[src/rtl/ffn_operand_sequencer_pkg.sv]
// Shared FFN operand-sequencer parameters, state encoding and width helper.
// Defaults describe the standard 16x4 node with ping-pong feature frames.
package ffn_operand_sequencer_pkg;

  localparam int VEC_LEN_DEF     = 16;
  localparam int NUM_NEURONS_DEF = 4;
  localparam int NUM_BUF_DEF     = 2;
  localparam int ADDR_W_DEF      = 4;
  localparam int WADDR_W_DEF     = 6;
  localparam int OUT_W_DEF       = 32;

  typedef enum logic [2:0] {
    IDLE    = 3'd0,
    ISSUE   = 3'd1,
    DRAIN   = 3'd2,
    CAPTURE = 3'd3,
    HOLD    = 3'd4
  } seq_state_t;

  // Index width that stays at least one bit for single-entry ranges.
  function automatic int idx_w(input int n);
    return (n > 1) ? $clog2(n) : 1;
  endfunction

endpackage

[src/rtl/ffn_operand_sequencer_if.sv]
// Frame, memory-read, MAC and result signals between the sequencer and its surroundings.
// master = sequencer side, slave = memories/MAC/result consumer side.
interface ffn_operand_sequencer_if #(
  parameter int NUM_NEURONS = ffn_operand_sequencer_pkg::NUM_NEURONS_DEF,
  parameter int NUM_BUF     = ffn_operand_sequencer_pkg::NUM_BUF_DEF,
  parameter int ADDR_W      = ffn_operand_sequencer_pkg::ADDR_W_DEF,
  parameter int WADDR_W     = ffn_operand_sequencer_pkg::WADDR_W_DEF,
  parameter int OUT_W       = ffn_operand_sequencer_pkg::OUT_W_DEF
);
  localparam int NIDX_W = ffn_operand_sequencer_pkg::idx_w(NUM_NEURONS);

  logic [NUM_BUF-1:0] frame_rdy;
  logic [NUM_BUF-1:0] reading_frame;
  logic               frame_done;
  logic [ADDR_W-1:0]  buf_addr;
  logic [WADDR_W-1:0] weight_addr;
  logic               rd_en;
  logic               mac_en;
  logic [OUT_W-1:0]   mac_sum;
  logic [OUT_W-1:0]   result;
  logic [NIDX_W-1:0]  result_neuron;
  logic               result_valid;
  logic               result_ready;

  modport master (
    input  frame_rdy, mac_sum, result_ready,
    output reading_frame, frame_done, buf_addr, weight_addr, rd_en, mac_en,
           result, result_neuron, result_valid
  );

  modport slave (
    output frame_rdy, mac_sum, result_ready,
    input  reading_frame, frame_done, buf_addr, weight_addr, rd_en, mac_en,
           result, result_neuron, result_valid
  );

endinterface

[src/rtl/ffn_operand_sequencer_rd_counter.sv]
// Feature index k and neuron counters with wrap/terminal flags; weight_addr = neuron*VEC_LEN + k.
// Combinational address and flags, counters advance one step per enabled cycle.
module ffn_rd_counter #(
  parameter int VEC_LEN     = 16,
  parameter int NUM_NEURONS = 4,
  parameter int ADDR_W      = 4,
  parameter int WADDR_W     = 6,
  parameter int NIDX_W      = 2
) (
  input  logic               clock,
  input  logic               reset,
  input  logic               k_step,
  input  logic               n_step,
  output logic [ADDR_W-1:0]  k,
  output logic [NIDX_W-1:0]  neuron,
  output logic               k_last,
  output logic               n_last,
  output logic [WADDR_W-1:0] weight_addr
);

  assign k_last      = (k == ADDR_W'(VEC_LEN - 1));
  assign n_last      = (neuron == NIDX_W'(NUM_NEURONS - 1));
  assign weight_addr = WADDR_W'(neuron) * WADDR_W'(VEC_LEN) + WADDR_W'(k);

  always_ff @(posedge clock or negedge reset) begin
    if (!reset) begin
      k      <= '0;
      neuron <= '0;
    end else begin
      if (k_step) k <= k_last ? '0 : k + ADDR_W'(1);
      if (n_step) neuron <= n_last ? '0 : neuron + NIDX_W'(1);
    end
  end

endmodule

[src/rtl/ffn_operand_sequencer.sv]
// Walks feature/weight reads for each neuron, gates the MAC, holds each dot product until accepted.
// First result VEC_LEN+2 cycles after ISSUE entry; a stalled result_ready freezes the sequencer in HOLD.
module ffn_operand_sequencer
  import ffn_operand_sequencer_pkg::*;
#(
  parameter int VEC_LEN     = VEC_LEN_DEF,
  parameter int NUM_NEURONS = NUM_NEURONS_DEF,
  parameter int NUM_BUF     = NUM_BUF_DEF,
  parameter int ADDR_W      = ADDR_W_DEF,
  parameter int WADDR_W     = WADDR_W_DEF,
  parameter int OUT_W       = OUT_W_DEF
) (
  input  logic clock,
  input  logic reset,
  ffn_operand_sequencer_if.master bus
);

  localparam int NIDX_W = idx_w(NUM_NEURONS);

  if (NUM_BUF < 2) begin : g_bad_num_buf
    $error("NUM_BUF must be at least 2");
  end
  if (ADDR_W < $clog2(VEC_LEN)) begin : g_bad_addr_w
    $error("ADDR_W too narrow for VEC_LEN");
  end
  if (WADDR_W < $clog2(VEC_LEN * NUM_NEURONS)) begin : g_bad_waddr_w
    $error("WADDR_W too narrow for VEC_LEN*NUM_NEURONS");
  end

  seq_state_t          state, state_nx;
  logic                rd_en, k_step, n_step, capture, accept;
  logic                k_last, n_last;
  logic [ADDR_W-1:0]   k;
  logic [NIDX_W-1:0]   neuron;
  logic                mac_en_q, frame_done_q, result_valid_q;
  logic [OUT_W-1:0]    result_q;
  logic [NIDX_W-1:0]   result_neuron_q;
  logic [NUM_BUF-1:0]  reading_frame_q;

  ffn_rd_counter #(
    .VEC_LEN    (VEC_LEN),
    .NUM_NEURONS(NUM_NEURONS),
    .ADDR_W     (ADDR_W),
    .WADDR_W    (WADDR_W),
    .NIDX_W     (NIDX_W)
  ) u_rd_counter (
    .clock      (clock),
    .reset      (reset),
    .k_step     (k_step),
    .n_step     (n_step),
    .k          (k),
    .neuron     (neuron),
    .k_last     (k_last),
    .n_last     (n_last),
    .weight_addr(bus.weight_addr)
  );

  always_comb begin
    state_nx = state;
    rd_en    = 1'b0;
    k_step   = 1'b0;
    n_step   = 1'b0;
    capture  = 1'b0;
    accept   = 1'b0;
    case (state)
      IDLE:    if (|(bus.frame_rdy & reading_frame_q)) state_nx = ISSUE;
      ISSUE: begin
        rd_en  = 1'b1;
        k_step = 1'b1;
        if (k_last) state_nx = DRAIN;
      end
      DRAIN:   state_nx = CAPTURE;
      CAPTURE: begin
        capture  = 1'b1;
        state_nx = HOLD;
      end
      HOLD: begin
        if (bus.result_ready) begin
          accept   = 1'b1;
          n_step   = 1'b1;
          // The DRAIN/CAPTURE/HOLD gap already cleared the MAC for the next row.
          state_nx = n_last ? IDLE : ISSUE;
        end
      end
      default: state_nx = IDLE;
    endcase
  end

  always_ff @(posedge clock or negedge reset) begin
    if (!reset) begin
      state           <= IDLE;
      mac_en_q        <= 1'b0;
      frame_done_q    <= 1'b0;
      result_valid_q  <= 1'b0;
      result_q        <= '0;
      result_neuron_q <= '0;
      reading_frame_q <= NUM_BUF'(1);
    end else begin
      state        <= state_nx;
      mac_en_q     <= rd_en;
      frame_done_q <= accept & n_last;
      if (capture) begin
        result_q        <= bus.mac_sum;
        result_neuron_q <= neuron;
        result_valid_q  <= 1'b1;
      end else if (accept) begin
        result_valid_q  <= 1'b0;
      end
      if (accept && n_last)
        reading_frame_q <= {reading_frame_q[NUM_BUF-2:0], reading_frame_q[NUM_BUF-1]};
    end
  end

  assign bus.rd_en         = rd_en;
  assign bus.buf_addr      = k;
  assign bus.mac_en        = mac_en_q;
  assign bus.frame_done    = frame_done_q;
  assign bus.result        = result_q;
  assign bus.result_neuron = result_neuron_q;
  assign bus.result_valid  = result_valid_q;
  assign bus.reading_frame = reading_frame_q;

endmodule

[src/flat_wrapper.sv]
// flat-port wrapper written by rule: the top's interface ports become plain ports
module ffn_operand_sequencer_flat import ffn_operand_sequencer_pkg::*;
#(
  parameter int VEC_LEN     = VEC_LEN_DEF,
  parameter int NUM_NEURONS = NUM_NEURONS_DEF,
  parameter int NUM_BUF     = NUM_BUF_DEF,
  parameter int ADDR_W      = ADDR_W_DEF,
  parameter int WADDR_W     = WADDR_W_DEF,
  parameter int OUT_W       = OUT_W_DEF
)
  (clock, reset, bus_frame_rdy, bus_mac_sum, bus_result_ready, bus_reading_frame, bus_frame_done, bus_buf_addr, bus_weight_addr, bus_rd_en, bus_mac_en, bus_result, bus_result_neuron, bus_result_valid);
  ffn_operand_sequencer_if #(.NUM_NEURONS(NUM_NEURONS), .NUM_BUF(NUM_BUF), .ADDR_W(ADDR_W), .WADDR_W(WADDR_W), .OUT_W(OUT_W)) bus_i ();
  input  logic clock;
  input  logic reset;
  input wire logic [$bits(bus_i.frame_rdy)-1:0] bus_frame_rdy;
  input wire logic [$bits(bus_i.mac_sum)-1:0] bus_mac_sum;
  input wire logic [$bits(bus_i.result_ready)-1:0] bus_result_ready;
  output wire logic [$bits(bus_i.reading_frame)-1:0] bus_reading_frame;
  output wire logic [$bits(bus_i.frame_done)-1:0] bus_frame_done;
  output wire logic [$bits(bus_i.buf_addr)-1:0] bus_buf_addr;
  output wire logic [$bits(bus_i.weight_addr)-1:0] bus_weight_addr;
  output wire logic [$bits(bus_i.rd_en)-1:0] bus_rd_en;
  output wire logic [$bits(bus_i.mac_en)-1:0] bus_mac_en;
  output wire logic [$bits(bus_i.result)-1:0] bus_result;
  output wire logic [$bits(bus_i.result_neuron)-1:0] bus_result_neuron;
  output wire logic [$bits(bus_i.result_valid)-1:0] bus_result_valid;
  assign bus_i.frame_rdy = bus_frame_rdy;
  assign bus_i.mac_sum = bus_mac_sum;
  assign bus_i.result_ready = bus_result_ready;
  assign bus_reading_frame = bus_i.reading_frame;
  assign bus_frame_done = bus_i.frame_done;
  assign bus_buf_addr = bus_i.buf_addr;
  assign bus_weight_addr = bus_i.weight_addr;
  assign bus_rd_en = bus_i.rd_en;
  assign bus_mac_en = bus_i.mac_en;
  assign bus_result = bus_i.result;
  assign bus_result_neuron = bus_i.result_neuron;
  assign bus_result_valid = bus_i.result_valid;
  ffn_operand_sequencer #(.VEC_LEN(VEC_LEN), .NUM_NEURONS(NUM_NEURONS), .NUM_BUF(NUM_BUF), .ADDR_W(ADDR_W), .WADDR_W(WADDR_W), .OUT_W(OUT_W)) u_core (.clock(clock), .reset(reset), .bus(bus_i));
endmodule
[config.mk]
export PLATFORM = sky130hd
export DESIGN_NAME = ffn_operand_sequencer_flat
export DESIGN_NICKNAME = d
export VERILOG_FILES = /design/src/rtl/ffn_operand_sequencer_pkg.sv /design/src/rtl/ffn_operand_sequencer_if.sv /design/src/rtl/ffn_operand_sequencer_rd_counter.sv /design/src/rtl/ffn_operand_sequencer.sv /design/src/flat_wrapper.sv
export SDC_FILE = /design/constraint.sdc
export NUM_CORES = 1
export LEC_CHECK = 0
export ABC_AREA = 1
export CAP_MARGIN = 0
export CORE_AREA = 2 2 72 74
export DETAILED_ROUTE_END_ITERATION = 7
export DIE_AREA = 0 0 74 76
export GPL_ROUTABILITY_DRIVEN = 0
export HOLD_SLACK_MARGIN = 0.15
export PLACE_DENSITY = 0.89
export SYNTH_ARGS = -nofsm -noshare
export SYNTH_HDL_FRONTEND = slang
export SYNTH_SLANG_ARGS = --single-unit
export TNS_END_PERCENT = 5
[constraint.sdc]
create_clock -name clock -period 1.4 [get_ports clock]
set_input_delay 0.21 -clock clock [delete_from_list [all_inputs] [get_ports clock]]
set_output_delay 0.21 -clock clock [all_outputs]
set_load 0.005 [all_outputs]
==> out/metrics.yaml, run 1 <==
synth.net_count: 257
cp_cell_sequence: "clkdlybuf4s50_1"
num_vias: 1783
leakage_uw: 0.001480
drt_pass1_iterations: 4
crit_type: "reg2out"
cp.arrival_ns: 1.15
grt_pass1_vias: 1735
cap_violations: 0
tightest_slew_ns: 0.3322
routed_wl_um: 4885
fin_crit_sh_pct: 97.25
power_density_nw_per_um2: 823.8
antenna_found_initial: 0
max_slew_margin_pct: 77.85
drc: 0
crit_required_ns: 1.19
crit_path_end_kind: "primary output"
report.final.hold_viol_count: 0
finalSetupViolCount: 0
design.core.area_sq_um: 4912
finalClockSkew_ns: 0.006033
clockRootBuffer: "clkbuf_8"
total_power_uw: 2597
tritoncts: "built"
fmax_mhz: 734.5
synth-seq-cells: 48
io_buffers: 86
clkSinkCount: 48
dieArea_sq_um: 5624
post_drt_via_cell_ratio: 4.655
cts-htree-levels: 2
grt_max_degree: 24
hp-class: "in2async"
netlist.area_leader.share_pct: 59.31
nNetsFinal: 351
syn_inst: 218
post-route-util_pct: 64.19
wl_per_cell_um: 12.75
antenna_left: 0
mostFrequentLayoutCells: "nand2_1, dfrtp_1, clkdlybuf4s50_1, nand3_1, dlymetal6s2s_1"
drv_slew: 0
cts.clk_slew.worst_paths_ns: 0.09
die_w_um: 74
path_buf_inv: 1
slowest_delay_ns: 0.50
startpoint_type: "register"
synth_area_leaders: "dfrtp_1, nand2_1, nand3_1"
cp_top_family: "buffers and inverters"
r2r_start: "u_core.state[1]$_DFFE_PN0P_"
tns_ns: 0
die_y_um: 76
place_area_sq_um: 2945
ys_seq_area_share_pct: 60.63
worst_skew_pair.late_latency_ns: 0.29
fin_area_sq_um: 3153
synthesis.area_sq_um: 1983
cp_slowest_cell: "clkdlybuf4s50_1"
drive_above_1_share_pct: 10.54
grt_pass1_wl_um: 8142
start_util_pct: 40.37
n_antenna_cell: 0
min_period_ns: 1.361
grt_remaining_overflow: 0
yosys.area.top_type: "dfrtp_1"
synth.distinct_cells: 21
ios: 87
drt-initial-drc-count: 63
cts_buffers: 5
layout_commonest_cell: "nand2_1"
row_count: 26
worstSetupStartpoint: "u_core.bus.result_valid$_DFFE_PN0P_"
dp_hpwl_um: 3559
cts_buffer_depth: 2
ir_drop_uv: 524.2
yosysWarnings: 0
syn_to_final_growth_pct: 58.99
syn_avg_cell_area_sq_um: 9.097
outcome: "completed"
crit_fanout: 2
grt_use_total_pct: 18.49
-- timing repair --
action / 4_1_cts / 5_1_grt
setup endpoints to repair: 15 / 30
gates resized for setup: 16 / 28
hold buffers: 1 / 0
hold endpoints to repair: 33 / 0
buffers inserted: 3 / 0
pin swaps: 1 / 0
-- final timing paths --
| check | end | slack, ns | cells after the start |
|---|---|---|---|
| worst max register to register | u_core.bus.result[17]$_DFFE_PN0P_ | 0.12 | 6 |
| worst min register to register | u_core.bus.result[3]$_DFFE_PN0P_ | 0.47 | 2 |
| max in group asynchronous | u_core.bus.result[31]$_DFFE_PN0P_ | 0.55 | 3 |
| min in group clock | u_core.bus.result[3]$_DFFE_PN0P_ | 0.46 | 3 |
| worst max-delay path | bus_result_valid | 0.04 | 1 |
| worst min-delay path | u_core.bus.frame_done$_DFF_PN0_ | 0.34 | 2 |
-- where the power goes --
part | internal (uW) | total (uW) | switching, uW
registers | 1390 | 1390 | 0
clock network | 630 | 1070 | 445
logic | 94.9 | 138 | 42.6
total | 2110 | 2600 | 487
-- metrics by stage --
stage                     hold WS (ns)  setup WS, ns  cells
after detailed placement        0.1313       0.05156    371
after floorplan               -0.08559        0.2684    218
after global routing            0.3657    -0.0001581    383
final                           0.3410       0.03855    383
after CTS                       0.3628      0.003384    383
after global placement          0.1263       0.07829    371
-- logic make-up after synthesis --
group / synth area share [%]
AND/OR/NAND/NOR: 30.28
flip-flops: 60.63
adder cells (fa/ha/maj): 1.262
AO/OA/AOI/OAI: 1.262
buffers and inverters: 5.174
XOR/XNOR: 0.8834
multiplexers: 0.5048
-- synth_stat cells --
cell type,count
nor2_1,2
nand2_2,1
dfrtp_1,47
nor2_2,2
buf_2,7
nand3b_1,1
ha_1,2
dfstp_2,1
o21ai_0,4
nand4_1,2
o21ai_1,1
xnor2_1,2
inv_2,2
nor2_4,1
inv_1,5
mux2i_1,1
nand3_2,1
clkbuf_1,3
nand2_1,90
buf_4,4
nand3_1,39
-- sequential cells by signal (all words and copies together) (netlist names) --
register,cells
u_core.u_rd_counter.neuron,2
u_core.bus.frame_done,1
u_core.state,3
u_core.bus.result_neuron,2
u_core.bus.mac_en,1
u_core.u_rd_counter.k,4
u_core.bus.result_valid,1
u_core.bus.reading_frame,2
u_core.bus.result,32
-- area by class of cell --
cell class,instances,area [sq um]
Multi-Input combinational cell,149,685.7
Clock buffer,7,96.34
Fill cell,427,1759
Inverter,7,26.28
Tap cell,70,87.58
Sequential cell,48,1202
Timing Repair Buffer,101,1025
Clock inverter,1,30.03
-- metal layers --
metal | routed length (um) | global-route usage, % | vias to the layer above
li1 | - | - | 883
met1 | 2051 | 23.99 | 826
met2 | 2448 | 30.54 | 67
met3 | 324 | 3.836 | 7
met4 | 60 | 6.000 | 0
met5 | 0 | 0 | -
Note: power is estimated with default switching activity, not from simulation.
==> inputs of run 2 (changes only) <==
--- a/config.mk
+++ b/config.mk
@@ -7,12 +7,13 @@
 export LEC_CHECK = 0
 export ABC_AREA = 1
 export CAP_MARGIN = 0
-export CORE_AREA = 2 2 72 74
+export CORE_AREA = 2 2 70 72
 export DETAILED_ROUTE_END_ITERATION = 7
-export DIE_AREA = 0 0 74 76
+export DIE_AREA = 0 0 72 74
 export GPL_ROUTABILITY_DRIVEN = 0
 export HOLD_SLACK_MARGIN = 0.15
-export PLACE_DENSITY = 0.89
+export PLACE_DENSITY = 0.93
+export SLEW_MARGIN = 20
 export SYNTH_ARGS = -nofsm -noshare
 export SYNTH_HDL_FRONTEND = slang
 export SYNTH_SLANG_ARGS = --single-unit
==> constraint.sdc (replaced) <==
create_clock -name clock -period 1.64 [get_ports clock]
set_input_delay 0.246 -clock clock [delete_from_list [all_inputs] [get_ports clock]]
set_output_delay 0.246 -clock clock [all_outputs]
set_load 0.005 [all_outputs]
==> run 2 against run 1 <==
Critical endpoint is now bus_reading_frame[0]. Via count increased by 0.11%. Routed wire length is 2.8% lower. Worst hold slack better by 0.11 ns. Highest routed layer unchanged. Sequential cell count is the same. Power shrank 23%. Cell count fell by 5.7%. Largest cell class unchanged.
==> out/metrics.yaml, run 2 (synthesis results as in run 1) <==
cap_violations: 0  # unchanged
fin_crit_sh_pct: 96.83
io_buffers: 86  # unchanged
ff2ff_path_depth: 5  # -1
min_period_ns: 1.588
post-route-worst-setup-slack_ns: 0.05198  # +0.01342 ns
grt_remaining_overflow: 0  # unchanged
grt_pass1_vias: 1749  # +0.81%
switchingPower_uw: 397.1  # -18%
startpoint_type: "register"
power_density_nw_per_um2: 664.0  # -19%
crit_required_ns: 1.39  # +0.20 ns
crit_fanout: 4  # +2
outcome: "completed"
cts_buffers: 5  # unchanged
report.final.hold_viol_count: 0  # unchanged
drt-initial-drc-count: 116  # +84%
sw_frac_of_total_pct: 19.82  # +1.1 points
leakage_uw: 0.001377  # -7.0%
ir_drop_uv: 412.6  # -21%
num_vias: 1785  # +0.11%
cts_buffer_depth: 2  # unchanged
dieArea_sq_um: 5328  # -5.3%
tightest_slew_ns: 0.5015  # +0.1693 ns
tritoncts: "built"
cp.arrival_ns: 1.34  # +0.19 ns
antenna_found_initial: 0  # unchanged
combPwrFrac_pct: 5.8  # +0.5 points
worst_skew_pair.late_latency_ns: 0.29  # about the same
fmax_mhz: 629.7
multi_input_area_sq_um: 680.7  # -0.73%
rsz0062_at_grt: "false"
crit_type: "reg2out"
largest_reg_flops: 32  # unchanged
antenna_left: 0  # unchanged
dp_hpwl_um: 3394  # -4.6%
die_w_um: 72  # -2.7%
internal-power_uw: 1606  # -24%
drive_above_1_share_pct: 7.818  # -2.7 points
r2r_start: "u_core.state[1]$_DFFE_PN0P_"
ios: 87  # unchanged
finalClockSkew_ns: 0.002685  # -0.003348 ns
seq_area_sq_um: 1202  # unchanged
cp_cell_sequence: "clkdlybuf4s50_1"
fill_cells: 392  # -8.2%
seqPwrFrac_pct: 59.0  # +5.7 points
place_ws_ns: 0.1802  # +0.1287 ns
cts.clk_slew.worst_paths_ns: 0.08  # about the same
clkSinkCount: 48  # unchanged
tns_ns: 0  # unchanged
die_y_um: 74  # -2.6%
cts-htree-levels: 2  # unchanged
crit_path_end_kind: "primary output"
layout_commonest_cell: "nand2_1"
routed_wl_um: 4747  # -2.8%
clockRootBuffer: "clkbuf_8"
design.core.area_sq_um: 4598  # -6.4%
hp-class: "in2async"
wl_per_cell_um: 13.15  # +3.1%
nNetsFinal: 345  # -1.7%
finalSetupViolCount: 0  # unchanged
grt_pass1_wl_um: 7631  # -6.3%
fin_hold_ws_ns: 0.4508  # +0.1097 ns
grt_max_degree: 36  # +50%
drv_slew: 0  # unchanged
post_drt_via_cell_ratio: 4.945  # +6.2%
path_buf_inv: 1  # unchanged
drc: 0  # unchanged
drt_pass1_iterations: 4  # unchanged
cp_slowest_cell: "dfstp_2"
syn_to_final_growth_pct: 52.11
n_antenna_cell: 0  # unchanged
grt_use_total_pct: 18.48  # about the same
start_util_pct: 43.13  # +2.8 points
mostFrequentLayoutCells: "nand2_1, clkdlybuf4s50_1, dfrtp_1, nand3_1"
slowest_delay_ns: 0.56  # +0.06 ns
max_slew_margin_pct: 66.56  # -11 points
r2r_slack_ns: 0.21  # +0.09 ns
pwr-share-clk_pct: 35.2  # -6.2 points
worst_r2r_endpoint: "u_core.bus.result[4]$_DFFE_PN0P_"
cp_top_family: "flip-flops"
row_count: 25  # -3.8%
==> run 2: layout make-up <==
class / instances / share of cell area (%)
inverters: 7 / 0.8710
clock buffers: 8 / 2.986
multi-input cells: 149 / 22.56
repair buffers: 95 / 31.48
well taps: 54 / 2.240
flip-flops and latches: 48 / 39.86
==> run 2: worst reg2reg max path, cell delays in order (launching register included) <==
cell and delay, ns:
dfrtp_1 0.35, buf_4 0.35, nand2_2 0.25, buf_12 0.23, nand2_1 0.09, nand2_1 0.06
==> run 2: worst max-delay path by stage <==
stage / start / end / slack, ns / cells past startpoint
2_1_floorplan: u_core.state[2]$_DFFE_PN0P_ / u_core.bus.result[10]$_DFFE_PN0P_ / 0.51 / 5
3_3_place_gp: u_core.state[2]$_DFFE_PN0P_ / bus_rd_en / 0.22 / 4
3_5_place_dp: u_core.state[2]$_DFFE_PN0P_ / bus_rd_en / 0.18 / 4
4_1_cts: u_core.bus.reading_frame[0]$_DFFE_PN1P_ / bus_reading_frame[0] / 0.04 / 1
5_1_grt: u_core.bus.reading_frame[0]$_DFFE_PN1P_ / bus_reading_frame[0] / 0.0009 / 1
6_report: u_core.bus.reading_frame[0]$_DFFE_PN1P_ / bus_reading_frame[0] / 0.05 / 1
==> run 2: what timing repair did <==
action | in CTS | in global routing
hold endpoints to repair | 20 | 0
endpoints found under the setup margin | 1 | 0
buffers inserted | 2 | 0
gates resized for setup | 2 | 0
hold buffers | 1 | 0
==> run 2: power by group through the flow <==
stage | clock, uW | sequential [uW] | combinational (uW)
floorplan | 0 | 1210 | 0.366
global placement | 0 | 1210 | 114
detailed placement | 0 | 1210 | 116
CTS | 727 | 1180 | 118
global route | 775 | 1180 | 127
finish | 705 | 1180 | 116
==> run 2: through the flow <==
step / utilization [%] / total power (uW) / area, sq um / std cells
floorplan: - / 1207 / 1983 / 218
global placement: 63.07 / 1320 / 2900 / 350
detailed placement: 63.07 / 1322 / 2900 / 350
CTS: 65.61 / 2028 / 3017 / 361
global route: 65.61 / 2085 / 3017 / 361
finish: 65.61 / 2003 / 3017 / 361
==> run 2: metal layers <==
metal	track usage [%]	part of all wire (%)
met3	4.878	6.6
met5	0	0
met2	31.89	50
met4	6.080	1.6
met1	22.81	42
